File: config.mk
export PLATFORM = sky130hd
export DESIGN_NAME = acquire_q_flat
export DESIGN_NICKNAME = d
export VERILOG_FILES = /design/src/rtl/acquire_q_if.sv /design/src/rtl/acquire_q.sv /design/src/flat_wrapper.sv
export SDC_FILE = /design/constraint.sdc
export NUM_CORES = 1
export LEC_CHECK = 0
export CAP_MARGIN = 5
export CORE_ASPECT_RATIO = 0.7
export CORE_UTILIZATION = 38
export DETAILED_ROUTE_END_ITERATION = 10
export GPL_TIMING_DRIVEN = 0
export PLACE_DENSITY = 0.55
export SYNTH_ARGS = -nofsm -noshare
export SYNTH_HDL_FRONTEND = slang
export SYNTH_SLANG_ARGS = --single-unit
File: constraint.sdc
create_clock -name clk -period 5.77 [get_ports clk]
set_input_delay 1.4425 -clock clk [delete_from_list [all_inputs] [get_ports clk]]
set_output_delay 1.4425 -clock clk [all_outputs]
set_load 0.02 [all_outputs]
File: src/rtl/acquire_q_if.sv
// rtl/acquire_q_if.sv - FPE array request side and data-memory write side of acquire_q
interface acquire_q_if #(
  parameter int DATA_W = 16,
  parameter int LANES  = 8,
  parameter int REG_W  = 8,
  parameter int CPU_W  = 5
);
  logic                     first_ac;
  logic                     spec_en;
  logic [LANES-1:0]         lane_mask;
  logic [REG_W-1:0]         delay_r;
  logic [CPU_W-1:0]         rd1_s;
  logic [DATA_W*LANES-1:0]  fpearray;
  logic [DATA_W*LANES-1:0]  todmem;
  logic [LANES-1:0]         dmemwe;
  logic [REG_W-1:0]         diff;
  logic [CPU_W-1:0]         rdst;
  logic                     done;
  logic                     full;
  logic                     ovf;
  logic [3:0]               stdbg;

  modport master (
    output first_ac, spec_en, lane_mask, delay_r, rd1_s, fpearray,
    input  todmem, dmemwe, diff, rdst, done, full, ovf, stdbg
  );

  modport slave (
    input  first_ac, spec_en, lane_mask, delay_r, rd1_s, fpearray,
    output todmem, dmemwe, diff, rdst, done, full, ovf, stdbg
  );
endinterface

File: src/rtl/acquire_q.sv
// rtl/acquire_q.sv - multi-entry speculative store acquisition queue between FPE array and dmem
module acquire_q #(
  parameter int DATA_W   = 16,
  parameter int LANES    = 8,
  parameter int DEPTH    = 4,
  parameter int REG_W    = 8,
  parameter int CPU_W    = 5,
  parameter int DIFF_MAX = 15
) (
  input logic       clk,
  input logic       rst_n,
  acquire_q_if.slave bus
);
  localparam int PW = $clog2(DEPTH);
  localparam int DW = DATA_W * LANES;

  logic [DEPTH-1:0] valid;
  logic [DW-1:0]    data_q [DEPTH];
  logic [LANES-1:0] mask_q [DEPTH];
  logic [CPU_W-1:0] tag_q  [DEPTH];
  logic [DEPTH-1:0] spec_q;
  logic [REG_W-1:0] cnt_q  [DEPTH];
  logic [PW-1:0]    head, tail;
  logic [REG_W-1:0] diff_q;
  logic             ovf_q;

  logic             full, alloc, spec_wr, head_ok, mismatch, chk_wr, retire, fail, sacc, wr_en;
  logic [LANES-1:0] lane_diff, wr_mask;
  logic [REG_W-1:0] diff_nxt, load_val, load_cnt;

  always_comb begin
    full     = &valid;
    alloc    = bus.first_ac & ~full & rst_n;
    spec_wr  = alloc & bus.spec_en;
    head_ok  = valid[head] & (cnt_q[head] == '0);
    lane_diff = '0;
    for (int l = 0; l < LANES; l++)
      lane_diff[l] = bus.fpearray[l*DATA_W +: DATA_W] != data_q[head][l*DATA_W +: DATA_W];
    mismatch = |(lane_diff & mask_q[head]);
    fail     = head_ok & spec_q[head] & mismatch;
    sacc     = head_ok & spec_q[head] & ~mismatch;
    chk_wr   = head_ok & (~spec_q[head] | mismatch);
    // A check that needs the write port yields to a speculative allocation write.
    retire   = head_ok & ~(chk_wr & spec_wr);
    wr_en    = spec_wr | (retire & chk_wr);
    wr_mask  = '0;
    if (spec_wr)
      wr_mask = bus.lane_mask;
    else if (retire & chk_wr)
      wr_mask = mask_q[head];

    diff_nxt = diff_q;
    if (retire & fail & (diff_q > REG_W'(1)))
      diff_nxt = diff_q - REG_W'(1);
    else if (sacc & (diff_q < REG_W'(DIFF_MAX)) &
             (({1'b0, diff_q} + (REG_W+1)'(1)) < {1'b0, bus.delay_r}))
      diff_nxt = diff_q + REG_W'(1);

    // Counter holds cycles remaining after the first one, so a wait of W checks at t+W.
    load_val = bus.spec_en ? diff_q : bus.delay_r;
    load_cnt = (load_val == '0) ? '0 : load_val - REG_W'(1);
  end

  assign bus.todmem = wr_en ? bus.fpearray : '0;
  assign bus.dmemwe = wr_mask;
  assign bus.done   = retire;
  assign bus.rdst   = retire ? tag_q[head] : '0;
  assign bus.diff   = diff_q;
  assign bus.full   = full;
  assign bus.ovf    = ovf_q;
  assign bus.stdbg  = {fail, ovf_q, valid[head] & spec_q[head], |wr_mask};

  always_ff @(posedge clk or negedge rst_n) begin
    if (!rst_n) begin
      valid  <= '0;
      head   <= '0;
      tail   <= '0;
      diff_q <= REG_W'(1);
      ovf_q  <= 1'b0;
      for (int i = 0; i < DEPTH; i++)
        cnt_q[i] <= '0;
    end else begin
      if (bus.first_ac & full)
        ovf_q <= 1'b1;
      diff_q <= diff_nxt;
      if (retire) begin
        valid[head] <= 1'b0;
        head        <= head + PW'(1);
      end
      for (int i = 0; i < DEPTH; i++) begin
        if (alloc && tail == PW'(i))
          cnt_q[i] <= load_cnt;
        else if (valid[i] && cnt_q[i] != '0)
          cnt_q[i] <= cnt_q[i] - REG_W'(1);
      end
      if (alloc) begin
        valid[tail] <= 1'b1;
        tail        <= tail + PW'(1);
      end
    end
  end

  // Payload needs no reset: it is only observed through valid entries.
  always_ff @(posedge clk) begin
    if (alloc) begin
      data_q[tail] <= bus.fpearray;
      mask_q[tail] <= bus.lane_mask;
      tag_q[tail]  <= bus.rd1_s;
      spec_q[tail] <= bus.spec_en;
    end
  end
endmodule

File: src/flat_wrapper.sv
// flat-port wrapper written by rule: the top's interface ports become plain ports
module acquire_q_flat 
#(
  parameter int DATA_W   = 16,
  parameter int LANES    = 8,
  parameter int DEPTH    = 4,
  parameter int REG_W    = 8,
  parameter int CPU_W    = 5,
  parameter int DIFF_MAX = 15
)
  (clk, rst_n, bus_first_ac, bus_spec_en, bus_lane_mask, bus_delay_r, bus_rd1_s, bus_fpearray, bus_todmem, bus_dmemwe, bus_diff, bus_rdst, bus_done, bus_full, bus_ovf, bus_stdbg);
  acquire_q_if #(.DATA_W(DATA_W), .LANES(LANES), .REG_W(REG_W), .CPU_W(CPU_W)) bus_i ();
  input logic clk;
  input logic rst_n;
  input wire logic [$bits(bus_i.first_ac)-1:0] bus_first_ac;
  input wire logic [$bits(bus_i.spec_en)-1:0] bus_spec_en;
  input wire logic [$bits(bus_i.lane_mask)-1:0] bus_lane_mask;
  input wire logic [$bits(bus_i.delay_r)-1:0] bus_delay_r;
  input wire logic [$bits(bus_i.rd1_s)-1:0] bus_rd1_s;
  input wire logic [$bits(bus_i.fpearray)-1:0] bus_fpearray;
  output wire logic [$bits(bus_i.todmem)-1:0] bus_todmem;
  output wire logic [$bits(bus_i.dmemwe)-1:0] bus_dmemwe;
  output wire logic [$bits(bus_i.diff)-1:0] bus_diff;
  output wire logic [$bits(bus_i.rdst)-1:0] bus_rdst;
  output wire logic [$bits(bus_i.done)-1:0] bus_done;
  output wire logic [$bits(bus_i.full)-1:0] bus_full;
  output wire logic [$bits(bus_i.ovf)-1:0] bus_ovf;
  output wire logic [$bits(bus_i.stdbg)-1:0] bus_stdbg;
  assign bus_i.first_ac = bus_first_ac;
  assign bus_i.spec_en = bus_spec_en;
  assign bus_i.lane_mask = bus_lane_mask;
  assign bus_i.delay_r = bus_delay_r;
  assign bus_i.rd1_s = bus_rd1_s;
  assign bus_i.fpearray = bus_fpearray;
  assign bus_todmem = bus_i.todmem;
  assign bus_dmemwe = bus_i.dmemwe;
  assign bus_diff = bus_i.diff;
  assign bus_rdst = bus_i.rdst;
  assign bus_done = bus_i.done;
  assign bus_full = bus_i.full;
  assign bus_ovf = bus_i.ovf;
  assign bus_stdbg = bus_i.stdbg;
  acquire_q #(.DATA_W(DATA_W), .LANES(LANES), .DEPTH(DEPTH), .REG_W(REG_W), .CPU_W(CPU_W), .DIFF_MAX(DIFF_MAX)) u_core (.clk(clk), .rst_n(rst_n), .bus(bus_i));
endmodule
==> Implementation_results.wiki, run 1 <==
{| class="wikitable"
! Metric !! Value
|-
| Combined global-route utilization of all metal layers || between 10% and 20%
|-
| Ys async rst share || under 10%
|-
| Sequential cell area in the final layout || approximately 18000 µm²
|-
| Count of max-cap constraint violations || 0
|-
| Site Rows || 80
|-
| Sequential fraction of the synthesis area || a little over two thirds
|-
| Number of buffers and inverters on the critical path || 8
|-
| Worst Setup Start Kind || flip-flop
|-
| Clock buffers created by TritonCTS || 60
|-
| Peak VDD IR || ~0.26 mV
|-
| Worst path cell trace || buf_12 > buf_12 > buf_16 > buf_4 > mux4_2 > xnor2_1 > nand4_1 > nor4_4 > o22ai_2 > a221o_1 > nor3_4 > o21a_4 > buf_12 > buf_8 > clkbuf_16 > nor2b_1 > buf_2
|-
| Hold buffer count at CTS || 0
|-
| Net count after synthesis || 1688
|-
| Number of design-rule violations left by the first detailed-router iteration || slightly below 1000
|-
| Maximum number of pins on one net before global-route repair || 92
|-
| Required time reported for the critical path endpoint || 4330 ps
|-
| Transition time at the pin with the least slew margin || around 870 ps
|-
| Slew margin rel. || around two fifths
|-
| Clock tree from TritonCTS || built
|-
| Quantity of I/O buffers inserted on ports || 308
|-
| Final hold violations || 0
|-
| Shortest clock period the worst path allows after layout || 6120 ps
|-
| Detailed placer's ending HPWL || between 40000 and 50000 µm
|-
| Number of antenna violations at the first check in global routing || 1
|-
| Top area cells in the synthesized netlist || sky130_fd_sc_hd__edfxtp_1 65%, sky130_fd_sc_hd__mux4_2 12%, sky130_fd_sc_hd__dfrtp_1 4.6%
|-
| Cell area power density || 502 nW/µm²
|-
| Crit. End Element || primary output
|-
| Share of final-layout standard cells stronger than drive strength 1 || ~28%
|-
| Crit-path most repeated cell || sky130_fd_sc_hd__buf_12
|-
| Most frequently used flop master after synthesis || sky130_fd_sc_hd__edfxtp_1
|-
| Number of fill cells || ~5700
|-
| Largest fanout on the critical path || 8
|-
| Post-route worst setup slack || -345 ps
|-
| Max Transition Viols Final || 0
|-
| First-pass GRT wire length || slightly above 100000 µm
|-
| Per-instance average area after synthesis || ~17 µm²
|-
| Worst clock skew || approximately 26 ps
|-
| Residual overflow from global routing || 0
|-
| Level count of the clock H-tree || 2
|-
| Synthesized netlist cell count || between 1500 and 2000
|-
| DRC viols || 0
|-
| Router iterations before antenna repair || 5
|-
| Routed via count divided by cell count || ~5.2
|-
| Part of the power in registers || about a third
|-
| Slowest stage cell, crit path || sky130_fd_sc_hd__nor4_4
|-
| Data arrival time of the critical path || 4670 ps
|-
| Violations in the final reports || negative setup slack
|-
| Die Height || 222 µm
|-
| Unique masters post-synth || 46
|-
| Synth-to-Final Area Change || 30.2%
|-
| Crit-path leading delay family || buffers and inverters
|-
| Share of the clock period used by the worst path after layout || 106%
|-
| Boundary pin count || roughly 300
|-
| Total number of vias || between 15000 and 20000
|-
| Cell with the most instances after synthesis || sky130_fd_sc_hd__edfxtp_1
|-
| Post-synthesis register bit count || about 620
|-
| Worst-Skew Late Latency || around 630 ps
|-
| Number of failing setup endpoints in the final timing report || 131
|-
| Clock tree root driver cell || sky130_fd_sc_hd__clkbuf_16
|-
| Combined area of the multi-input logic cells || 8100 µm²
|-
| Area share of the leading cell type in the synthesized netlist || 64.7%
|-
| Net switching power of the design || roughly 0.0058 W
|-
| Switching power as a share of total power || between 30% and 40%
|-
| Aggregate negative setup slack || -28830 ps
|-
| Share of total power in combinational logic || between 40% and 50%
|-
| Number of global-route vias before repair || 15200
|-
| Class of the worst hold path || reg -> reg
|-
| Routability-driven placement congestion ratio || approximately 0.8
|-
| Setup repair after global routing missed its margin || yes
|-
| Slowest cell delay on critical path || between 400 and 500 ps
|-
| Clock transition time at the flip-flop clock pins of the worst setup and hold paths || 60 ps
|-
| Max clock buf depth || 3
|-
| Area of the core || between 60000 and 70000 µm²
|-
| Status || finished with violations
|-
| WL final || around 70000 µm
|-
| Post-synth EDFFs || 568
|-
| Count of clock tree sinks || ~600
|-
| Maximum clock frequency || 0.164 GHz
|-
| Starting density of the core || about two fifths
|-
| Leakage power of the design || roughly 12 nW
|-
| Yosys warns || 0
|-
| Mapped cell area || ~26000 µm²
|-
| Commonest cells in the netlist || 568 x sky130_fd_sc_hd__edfxtp_1, 144 x sky130_fd_sc_hd__mux4_2, 134 x sky130_fd_sc_hd__xnor2_1
|-
| Share of total power in the clock network || a little under a quarter
|-
| Routed WL per cell || approximately 24 µm
|-
| Area leader, netlist || sky130_fd_sc_hd__edfxtp_1
|-
| Final antenna-violating net count || 0
|-
| Post-layout util || ~50%
|-
| Int Pwr || about 0.011 W
|-
| Worst Setup Path Type || reg -> out
|-
| Die Footprint || approximately 70000 µm²
|-
| Horizontal die dimension || roughly 320 µm
|-
| Nets || 2135
|}
-- worst register-to-register path, stage by stage (launching register included) --
cell and delay (ps):
sky130_fd_sc_hd__dfrtp_2 440, sky130_fd_sc_hd__buf_12 150, sky130_fd_sc_hd__buf_12 150, sky130_fd_sc_hd__buf_16 140, sky130_fd_sc_hd__buf_4 130, sky130_fd_sc_hd__mux4_2 440
sky130_fd_sc_hd__xnor2_1 210, sky130_fd_sc_hd__nand4_1 200, sky130_fd_sc_hd__nor4_4 480, sky130_fd_sc_hd__o22ai_2 150, sky130_fd_sc_hd__a221o_1 370, sky130_fd_sc_hd__nor3_4 240
sky130_fd_sc_hd__buf_4 170, sky130_fd_sc_hd__o21a_1 130, sky130_fd_sc_hd__buf_6 130, sky130_fd_sc_hd__buf_4 120, sky130_fd_sc_hd__mux2_2 320
-- timing repair --
action	CTS	global route
endpoints found under the setup margin	144	144
cloned	10	2
endpoints found under the hold margin	0	0
pin swaps	7	9
buffers inserted	50	28
resized for setup	703	298
-- kinds of logic (layout without fill, tap and decap cells) --
kind of cell    count (synthesis)  in the layout  synth area share (%)
fa+ha+maj                      27             27                  1.28
buf+inv                        94            591                  1.60
mux                           153            153                  12.7
other cells                     0              1                     0
xor+xnor                      173            173                  5.75
compound gates                 87             87                  2.02
simple gates                  357            357                  7.32
flops                         617            617                  69.4
-- per-layer routing --
layer	vias up	share of wire (%)	GRT usage, %
li1	6757	-	-
met2	368	46	29.9
met5	-	0.025	0
met3	79	4.6	3.08
met1	7885	48	29.5
met4	2	1.8	4.44
-- area by class of cell --
| cell class | count | share of cell area, % |
|---|---|---|
| well taps | 902 | 3.29 |
| diodes | 1 | 0.00729 |
| clock buffers | 71 | 4.59 |
| plain buffers | 57 | 2.08 |
| clock inverters | 41 | 1.13 |
| multi-input cells | 797 | 23.6 |
| inverters | 30 | 0.416 |
| repair buffers | 392 | 11.6 |
| flip-flops and latches | 617 | 53.3 |
-- placed cells by master (no fill, tap or decap), types with 43 or more instances in the layout --
cell | Yosys | final
sky130_fd_sc_hd__dfrtp_1 | 48 | 47
sky130_fd_sc_hd__buf_6 | 0 | 59
sky130_fd_sc_hd__xnor2_1 | 134 | 128
sky130_fd_sc_hd__nor2_1 | 44 | 43
sky130_fd_sc_hd__buf_4 | 9 | 72
sky130_fd_sc_hd__mux4_2 | 144 | 144
sky130_fd_sc_hd__nand2_1 | 66 | 65
sky130_fd_sc_hd__edfxtp_1 | 568 | 568
sky130_fd_sc_hd__buf_2 | 29 | 56
sky130_fd_sc_hd__clkdlybuf4s50_1 | 0 | 153
sky130_fd_sc_hd__nor2b_1 | 131 | 91
sky130_fd_sc_hd__clkbuf_16 | 0 | 66
-- flip-flops by register name, indices dropped and copies added (netlist names) --
register         cells
u_core.data_q      512
u_core.valid         4
u_core.tail          2
u_core.spec_q        4
u_core.bus.ovf       1
u_core.tag_q        20
u_core.head          2
u_core.cnt_q        32
u_core.bus.diff      8
u_core.mask_q       32
-- metrics by stage --
step	hold WS [ps]	std cells	power (W)	setup WS, ps	cell area [µm²]
after floorplan	502	1508	0.00967	348	26400
after global placement	479	2718	0.0119	-5290	30600
after detailed placement	481	2723	0.0119	-2450	30700
after CTS	500	2894	0.0170	-371	33600
after global routing	532	2907	0.0180	-453	34300
final	488	2908	0.0172	-345	34300
-- power by group through the flow --
| stage | Combinational [W] | Clock (W) | Sequential, W |
|---|---|---|---|
| after floorplan | 0.00380 | 0 | 0.00587 |
| after global placement | 0.00597 | 0 | 0.00597 |
| after detailed placement | 0.00605 | 0 | 0.00587 |
| after CTS | 0.00720 | 0.00403 | 0.00578 |
| after global routing | 0.00800 | 0.00419 | 0.00584 |
| final | 0.00750 | 0.00393 | 0.00579 |
-- final timing paths --
check	startpoint	end	slack (ps)	cells past startpoint
setup / recovery	u_core.head[0]	bus_todmem[65]	-350	17
max in group asynchronous	rst_n	u_core.head[0]	4390	2
min in group asynchronous	rst_n	u_core.cnt_q[22]	800	1
setup reg to reg	u_core.head[0]	u_core.head[1]	1700	16
hold / removal	u_core.bus.ovf	u_core.bus.ovf	490	1
hold reg to reg	u_core.bus.ovf	u_core.bus.ovf	490	1
Note: power is estimated with default switching activity, not from simulation.
==> run 2, diff against run 1 <==
--- a/config.mk
+++ b/config.mk
@@ -16 +16,2 @@
 export SYNTH_SLANG_ARGS = --single-unit
+export TNS_END_PERCENT = 30
==> constraint.sdc (replaced) <==
create_clock -name clk -period 5.77 [get_ports clk]
set_input_delay 0.577 -clock clk [delete_from_list [all_inputs] [get_ports clk]]
set_output_delay 0.577 -clock clk [all_outputs]
set_load 0.02 [all_outputs]
==> run 2 against run 1 <==
The flow now finishes without violations. Core utilization decreased by 1.8 points. Wire length fell by 4.9%. Cell count down 2.4%. Sequential share of layout area is 2.0 points higher. Sequential cell count is the same. Sequential power is essentially flat. Die area stayed put. Clock power hardly changed. Largest power group unchanged. Highest routed layer unchanged.
==> Implementation_results.wiki, run 2 (synthesis gave the netlist of run 1 again) <==
{| class="wikitable"
! Metric !! Value
|-
| Data arrival time of the critical path || roughly 5000 ps
|-
| Switching power as a share of total power || between 30% and 40%
|-
| Starting density of the core || about two fifths
|-
| Largest registers in the final layout || u_core.data_q (512), u_core.cnt_q (32), u_core.mask_q (32)
|-
| Detailed placer's ending HPWL || between 40000 and 50000 µm
|-
| Level count of the clock H-tree || 2
|-
| Routed via count divided by cell count || 5.17
|-
| Class of the worst hold path || in -> async
|-
| Largest fanout on the critical path || 10
|-
| First-pass GRT wire length || 96800 µm
|-
| Boundary pin count || 309
|-
| Clock transition time at the flip-flop clock pins of the worst setup and hold paths || 60 ps
|-
| Die Height || between 200 and 250 µm
|-
| Post-placement cell area || 30700 µm²
|-
| Slack of the worst reg-to-reg path || between 1500 and 2000 ps
|-
| Crit Reg-Reg Startpoint || u_core.head[1]
|-
| Crit. End Element || primary output
|-
| Cell area power density || 480 nW/µm²
|-
| Maximum number of pins on one net before global-route repair || between 90 and 100
|-
| Commonest non-fill, non-tap cell in the layout || sky130_fd_sc_hd__edfxtp_1
|-
| Nets || about 2100
|-
| Maximum clock frequency || 0.180 GHz
|-
| Max clock buf depth || 3
|-
| Final hold violations || 0
|-
| Total number of vias || roughly 15000
|-
| Transition time at the pin with the least slew margin || 842 ps
|-
| Highest-count cells in the layout ignoring fill and taps || 568 x sky130_fd_sc_hd__edfxtp_1, 296 x sky130_fd_sc_hd__clkdlybuf4s50_1, 144 x sky130_fd_sc_hd__mux4_2
|-
| Router iterations before antenna repair || 5
|-
| DRC viols || 0
|-
| Area of the core || ~70000 µm²
|-
| Slew margin rel. || 43.3%
|-
| Number of failing setup endpoints in the final timing report || 0
|-
| Combined global-route utilization of all metal layers || a little under a fifth
|-
| Number of design-rule violations left by the first detailed-router iteration || approximately 1000
|-
| Leakage power of the design || between 10 and 15 nW
|-
| Share of the clock period used by the worst path after layout || a little over nine tenths
|-
| Share of total power in combinational logic || about two fifths
|-
| Number of antenna violations at the first check in global routing || 3
|-
| Count of clock tree sinks || a little over 600
|-
| Clock tree root driver cell || sky130_fd_sc_hd__clkbuf_16
|-
| Share of final-layout standard cells stronger than drive strength 1 || approximately 16%
|-
| Synth-to-Final Area Change || 25.4%
|-
| Routed WL per cell || between 20 and 25 µm
|-
| Die Footprint || slightly above 70000 µm²
|-
| Shortest clock period the worst path allows after layout || 5570 ps
|-
| Final antenna-violating net count || 0
|-
| Clock buffers created by TritonCTS || 60
|-
| Worst Setup Path Type || reg -> out
|-
| Share of total power in the clock network || roughly 25%
|-
| Quantity of I/O buffers inserted on ports || between 300 and 400
|-
| Max FFs per register || slightly above 500
|-
| Status || finished, final reports clean
|-
| Worst clock skew || between 20 and 25 ps
|-
| Biggest register || u_core.data_q
|-
| Peak VDD IR || between 0.2 and 0.3 mV
|-
| Final cell area excluding filler cells || ~33000 µm²
|-
| Required time reported for the critical path endpoint || 5190 ps
|-
| Site Rows || 80
|-
| Count of max-cap constraint violations || 0
|-
| Routability-driven placement congestion ratio || between 0.7 and 0.8
|-
| Part of the power in registers || a little over a third
|-
| WL final || 65600 µm
|-
| Setup repair after global routing missed its margin || yes
|-
| Max Transition Viols Final || 0
|-
| Aggregate negative setup slack || 0 ps
|-
| Residual overflow from global routing || 0
|-
| Horizontal die dimension || approximately 320 µm
|-
| Number of global-route vias before repair || 15000
|-
| Worst-Skew Late Latency || 630 ps
|-
| Overall power || about 0.016 W
|-
| Int Pwr || 0.0106 W
|-
| Net switching power of the design || ~0.0053 W
|-
| Critical path origin || u_core.head[1]
|-
| Clock tree from TritonCTS || built
|-
| Number of diodes added for antenna fixing || 0
|-
| Worst Setup Start Kind || flip-flop
|}
run 2: worst max-delay path: stages, from the launching register on:
cell	delay [ps]
sky130_fd_sc_hd__dfrtp_1	450
sky130_fd_sc_hd__buf_6	200
sky130_fd_sc_hd__buf_6	190
sky130_fd_sc_hd__clkbuf_8	230
sky130_fd_sc_hd__mux4_2	330
sky130_fd_sc_hd__xnor2_1	160
sky130_fd_sc_hd__nand4_1	260
sky130_fd_sc_hd__nor4_4	490
sky130_fd_sc_hd__o22ai_1	190
sky130_fd_sc_hd__a221o_1	340
sky130_fd_sc_hd__nor3_4	220
sky130_fd_sc_hd__o21a_4	200
sky130_fd_sc_hd__buf_8	210
sky130_fd_sc_hd__buf_6	220
sky130_fd_sc_hd__nor2b_1	70
sky130_fd_sc_hd__clkdlybuf4s50_1	540
run 2: area by class of cell:
class / count / area, µm²
Fill cell: 5769 / 35300
Sequential cell: 617 / 18300
Multi-Input combinational cell: 797 / 7730
Timing Repair Buffer: 315 / 3250
Clock buffer: 71 / 1570
Tap cell: 902 / 1130
Buffer: 64 / 558
Clock inverter: 41 / 389
Inverter: 30 / 143
run 2: power by group through the flow:
stage	Combinational [W]	Sequential (W)	Clock, W
CTS	0.00627	0.00578	0.00403
global placement	0.00597	0.00597	0
floorplan	0.00380	0.00587	0
detailed placement	0.00605	0.00587	0
global route	0.00667	0.00584	0.00418
finish	0.00617	0.00579	0.00392
run 2: path summary, 6_finish.rpt:
path                       cells after the start                to
setup reg to reg                              14    u_core.head[1]
hold reg to reg                                1    u_core.bus.ovf
min in group clk                               1    u_core.bus.ovf
max in group asynchronous                      3    u_core.head[0]
setup / recovery                              15    bus_todmem[79]
hold / removal                                 2  u_core.cnt_q[22]
run 2: what timing repair did:
action,CTS,global route
hold endpoints to repair,16,0
setup endpoints to repair,144,124
pin swaps,3,2
buffers inserted,1,0
cloned,0,0
hold buffers,1,0
resized for setup,87,24
run 2: stage by stage:
step / hold slack [ps] / utilization, % / instances / setup slack, ps
6_report: 477 / 48.3 / 2837 / 203
5_1_grt: 501 / 48.3 / 2837 / -4.63
4_1_cts: 455 / 48.2 / 2837 / 83.5
3_5_place_dp: 481 / 44.9 / 2723 / -1580
3_3_place_gp: 479 / 44.7 / 2718 / -4420
2_1_floorplan: 281 / - / 1508 / 1100
run 2: metal layers:
metal	vias up	share of wire (%)	global-route usage, %
li1	6616	-	-
met1	7598	48	28.4
met2	365	46	28.6
met3	74	4.6	2.59
met4	2	1.8	4.39
met5	-	0.026	0
==> run 3, diff against run 2 <==
GPL_ROUTABILITY_DRIVEN = 0   (was default)
==> run 3 against run 2 <==
Via count is 0.56% lower. First-iteration DRC count is 1.2% higher. Wire length is 0.20% higher. Critical endpoint is now bus_todmem[24]. Largest power group unchanged.
==> Implementation_results.wiki, run 3 (synthesis gave the netlist of run 1 again) <==
{| class="wikitable"
! Metric !! Value
|-
| Critical register-to-register path endpoint || u_core.head[1]
|-
| Placed Cells incl. Taps || 2723
|-
| Die Footprint || 70400 µm²
|-
| Aggregate negative setup slack || 0 ps
|-
| Biggest register || u_core.data_q
|-
| Post-route worst setup slack || ~210 ps
|-
| Commonest non-fill, non-tap cell in the layout || sky130_fd_sc_hd__edfxtp_1
|-
| Combined global-route utilization of all metal layers || 18.7%
|-
| Largest registers in the final layout || u_core.data_q (512), u_core.cnt_q (32), u_core.mask_q (32)
|-
| Number of global-route vias before repair || about 15000
|-
| Share of the clock period used by the worst path after layout || about 96%
|-
| Max clock buf depth || 3
|-
| Slew margin rel. || a little over two fifths
|-
| Leakage power of the design || 10.9 nW
|-
| Residual overflow from global routing || 0
|-
| Synth-to-Final Area Change || 25.4%
|-
| Highest-count cells in the layout ignoring fill and taps || 568 x sky130_fd_sc_hd__edfxtp_1, 301 x sky130_fd_sc_hd__clkdlybuf4s50_1, 144 x sky130_fd_sc_hd__mux4_2
|-
| Class of the worst hold path || in -> async
|-
| Largest fanout on the critical path || 10
|-
| Final hold violations || 0
|-
| Number of failing setup endpoints in the final timing report || 0
|-
| DRC viols || 0
|-
| Total number of vias || roughly 15000
|-
| Final antenna-violating net count || 0
|-
| Smallest hold slack || just under 500 ps
|-
| Slack of the worst reg-to-reg path || 1780 ps
|-
| Shortest clock period the worst path allows after layout || about 5600 ps
|-
| Maximum clock frequency || 0.180 GHz
|-
| WL final || between 60000 and 70000 µm
|-
| Boundary pin count || between 300 and 400
|-
| Required time reported for the critical path endpoint || between 5000 and 6000 ps
|-
| Max Transition Viols Final || 0
|-
| Worst Setup Start Kind || flip-flop
|-
| Area of the core || 68400 µm²
|-
| Nets || roughly 2100
|-
| Horizontal die dimension || 317 µm
|-
| Number of diodes added for antenna fixing || 0
|-
| Transition time at the pin with the least slew margin || ~830 ps
|-
| Starting density of the core || slightly below 40%
|-
| Overall power || around 0.016 W
|-
| Detailed placer's ending HPWL || approximately 43000 µm
|-
| Max FFs per register || about 510
|-
| Count of max-cap constraint violations || 0
|-
| Crit. End Element || primary output
|-
| Quantity of I/O buffers inserted on ports || a little over 300
|-
| Crit Reg-Reg Startpoint || u_core.head[1]
|-
| Worst clock skew || 42.9 ps
|-
| Clock transition time at the flip-flop clock pins of the worst setup and hold paths || around 60 ps
|-
| Cell area power density || 482 nW/µm²
|-
| Peak VDD IR || 0.254 mV
|-
| Number of antenna violations at the first check in global routing || 2
|-
| Level count of the clock H-tree || 2
|-
| Worst Setup Path Type || reg -> out
|-
| Routed WL per cell || about 23 µm
|-
| Status || finished, final reports clean
|-
| Router iterations before antenna repair || 5
|-
| Clock tree root driver cell || sky130_fd_sc_hd__clkbuf_16
|-
| Count of clock tree sinks || 617
|-
| Number of standard cells in the final layout excluding fillers || roughly 2800
|-
| Routed via count divided by cell count || a little over 5
|-
| First-pass GRT wire length || a little under 100000 µm
|-
| Clock tree from TritonCTS || built
|-
| Number of design-rule violations left by the first detailed-router iteration || around 1000
|-
| Site Rows || 80
|-
| Share of final-layout standard cells stronger than drive strength 1 || approximately 16%
|-
| Die Height || around 220 µm
|-
| Data arrival time of the critical path || 4990 ps
|-
| Worst setup timing slack at the placement stage || -1650 ps
|-
| R2R cell count || 12
|-
| Worst-Skew Late Latency || between 600 and 700 ps
|-
| Maximum number of pins on one net before global-route repair || between 100 and 150
|-
| Setup repair after global routing missed its margin || yes
|-
| Clock buffers created by TritonCTS || 60
|}
## run 3: worst max-delay path, stage by stage, from the launching register on
cell	delay (ps)
sky130_fd_sc_hd__dfrtp_1	430
sky130_fd_sc_hd__buf_4	240
sky130_fd_sc_hd__clkbuf_2	460
sky130_fd_sc_hd__mux4_2	400
sky130_fd_sc_hd__xor2_1	170
sky130_fd_sc_hd__nor4_2	470
sky130_fd_sc_hd__nand3_2	220
sky130_fd_sc_hd__a221o_1	420
sky130_fd_sc_hd__nor3_4	210
sky130_fd_sc_hd__o21a_2	220
sky130_fd_sc_hd__buf_8	220
sky130_fd_sc_hd__clkbuf_4	250
sky130_fd_sc_hd__nor2b_1	60
sky130_fd_sc_hd__clkdlybuf4s50_1	550
## run 3: worst max path at each step
stage | start | end | cells past startpoint | slack [ps]
floorplan | u_core.valid[2] | u_core.cnt_q[14] | 5 | 1100
global placement | rst_n | u_core.cnt_q[22] | 6 | -4450
detailed placement | u_core.head[1] | bus_todmem[73] | 15 | -1650
CTS | u_core.head[0] | bus_todmem[45] | 14 | 1
global route | u_core.head[0] | bus_stdbg[3] | 12 | -50
finish | u_core.head[1] | bus_todmem[24] | 13 | 210
## run 3: stage by stage
stage,area (µm²),util [%]
after floorplan,26400,-
after global placement,30600,44.7
after detailed placement,30700,44.9
after CTS,33000,48.2
after global routing,33000,48.3
final,33000,48.3
## run 3: per-layer routing
layer  track usage (%)  vias to the layer above  share of wire (%)
met1              28.2                     7536                 48
met5                 0                        -              0.026
met3              2.87                       81                4.9
met4              3.86                        2                1.4
li1                  -                     6609                  -
met2              28.8                      345                 46
## run 3: area by class of cell
type                       count  area (µm²)
fill                        5785       35300
sequential                   617       18300
multi-input combinational    797        7730
timing repair buffer         315        3240
clock buffer                  71        1540
tap                          902        1130
buffer                        64         548
clock inverter                39         428
inverter                      30         143
## run 3: power breakdown
part / internal [W] / total [W] / switching (W)
Clock: 0.00227 / 0.00396 / 0.00169
Combinational: 0.00282 / 0.00618 / 0.00336
Sequential: 0.00551 / 0.00578 / 0.000269
## run 3: repair_timing
action,CTS,global route
hold buffers,1,0
hold endpoints to repair,22,0
buffers inserted,1,0
resized for setup,81,27
setup endpoints to repair,144,118
gates cloned,0,0
pin swaps,3,2
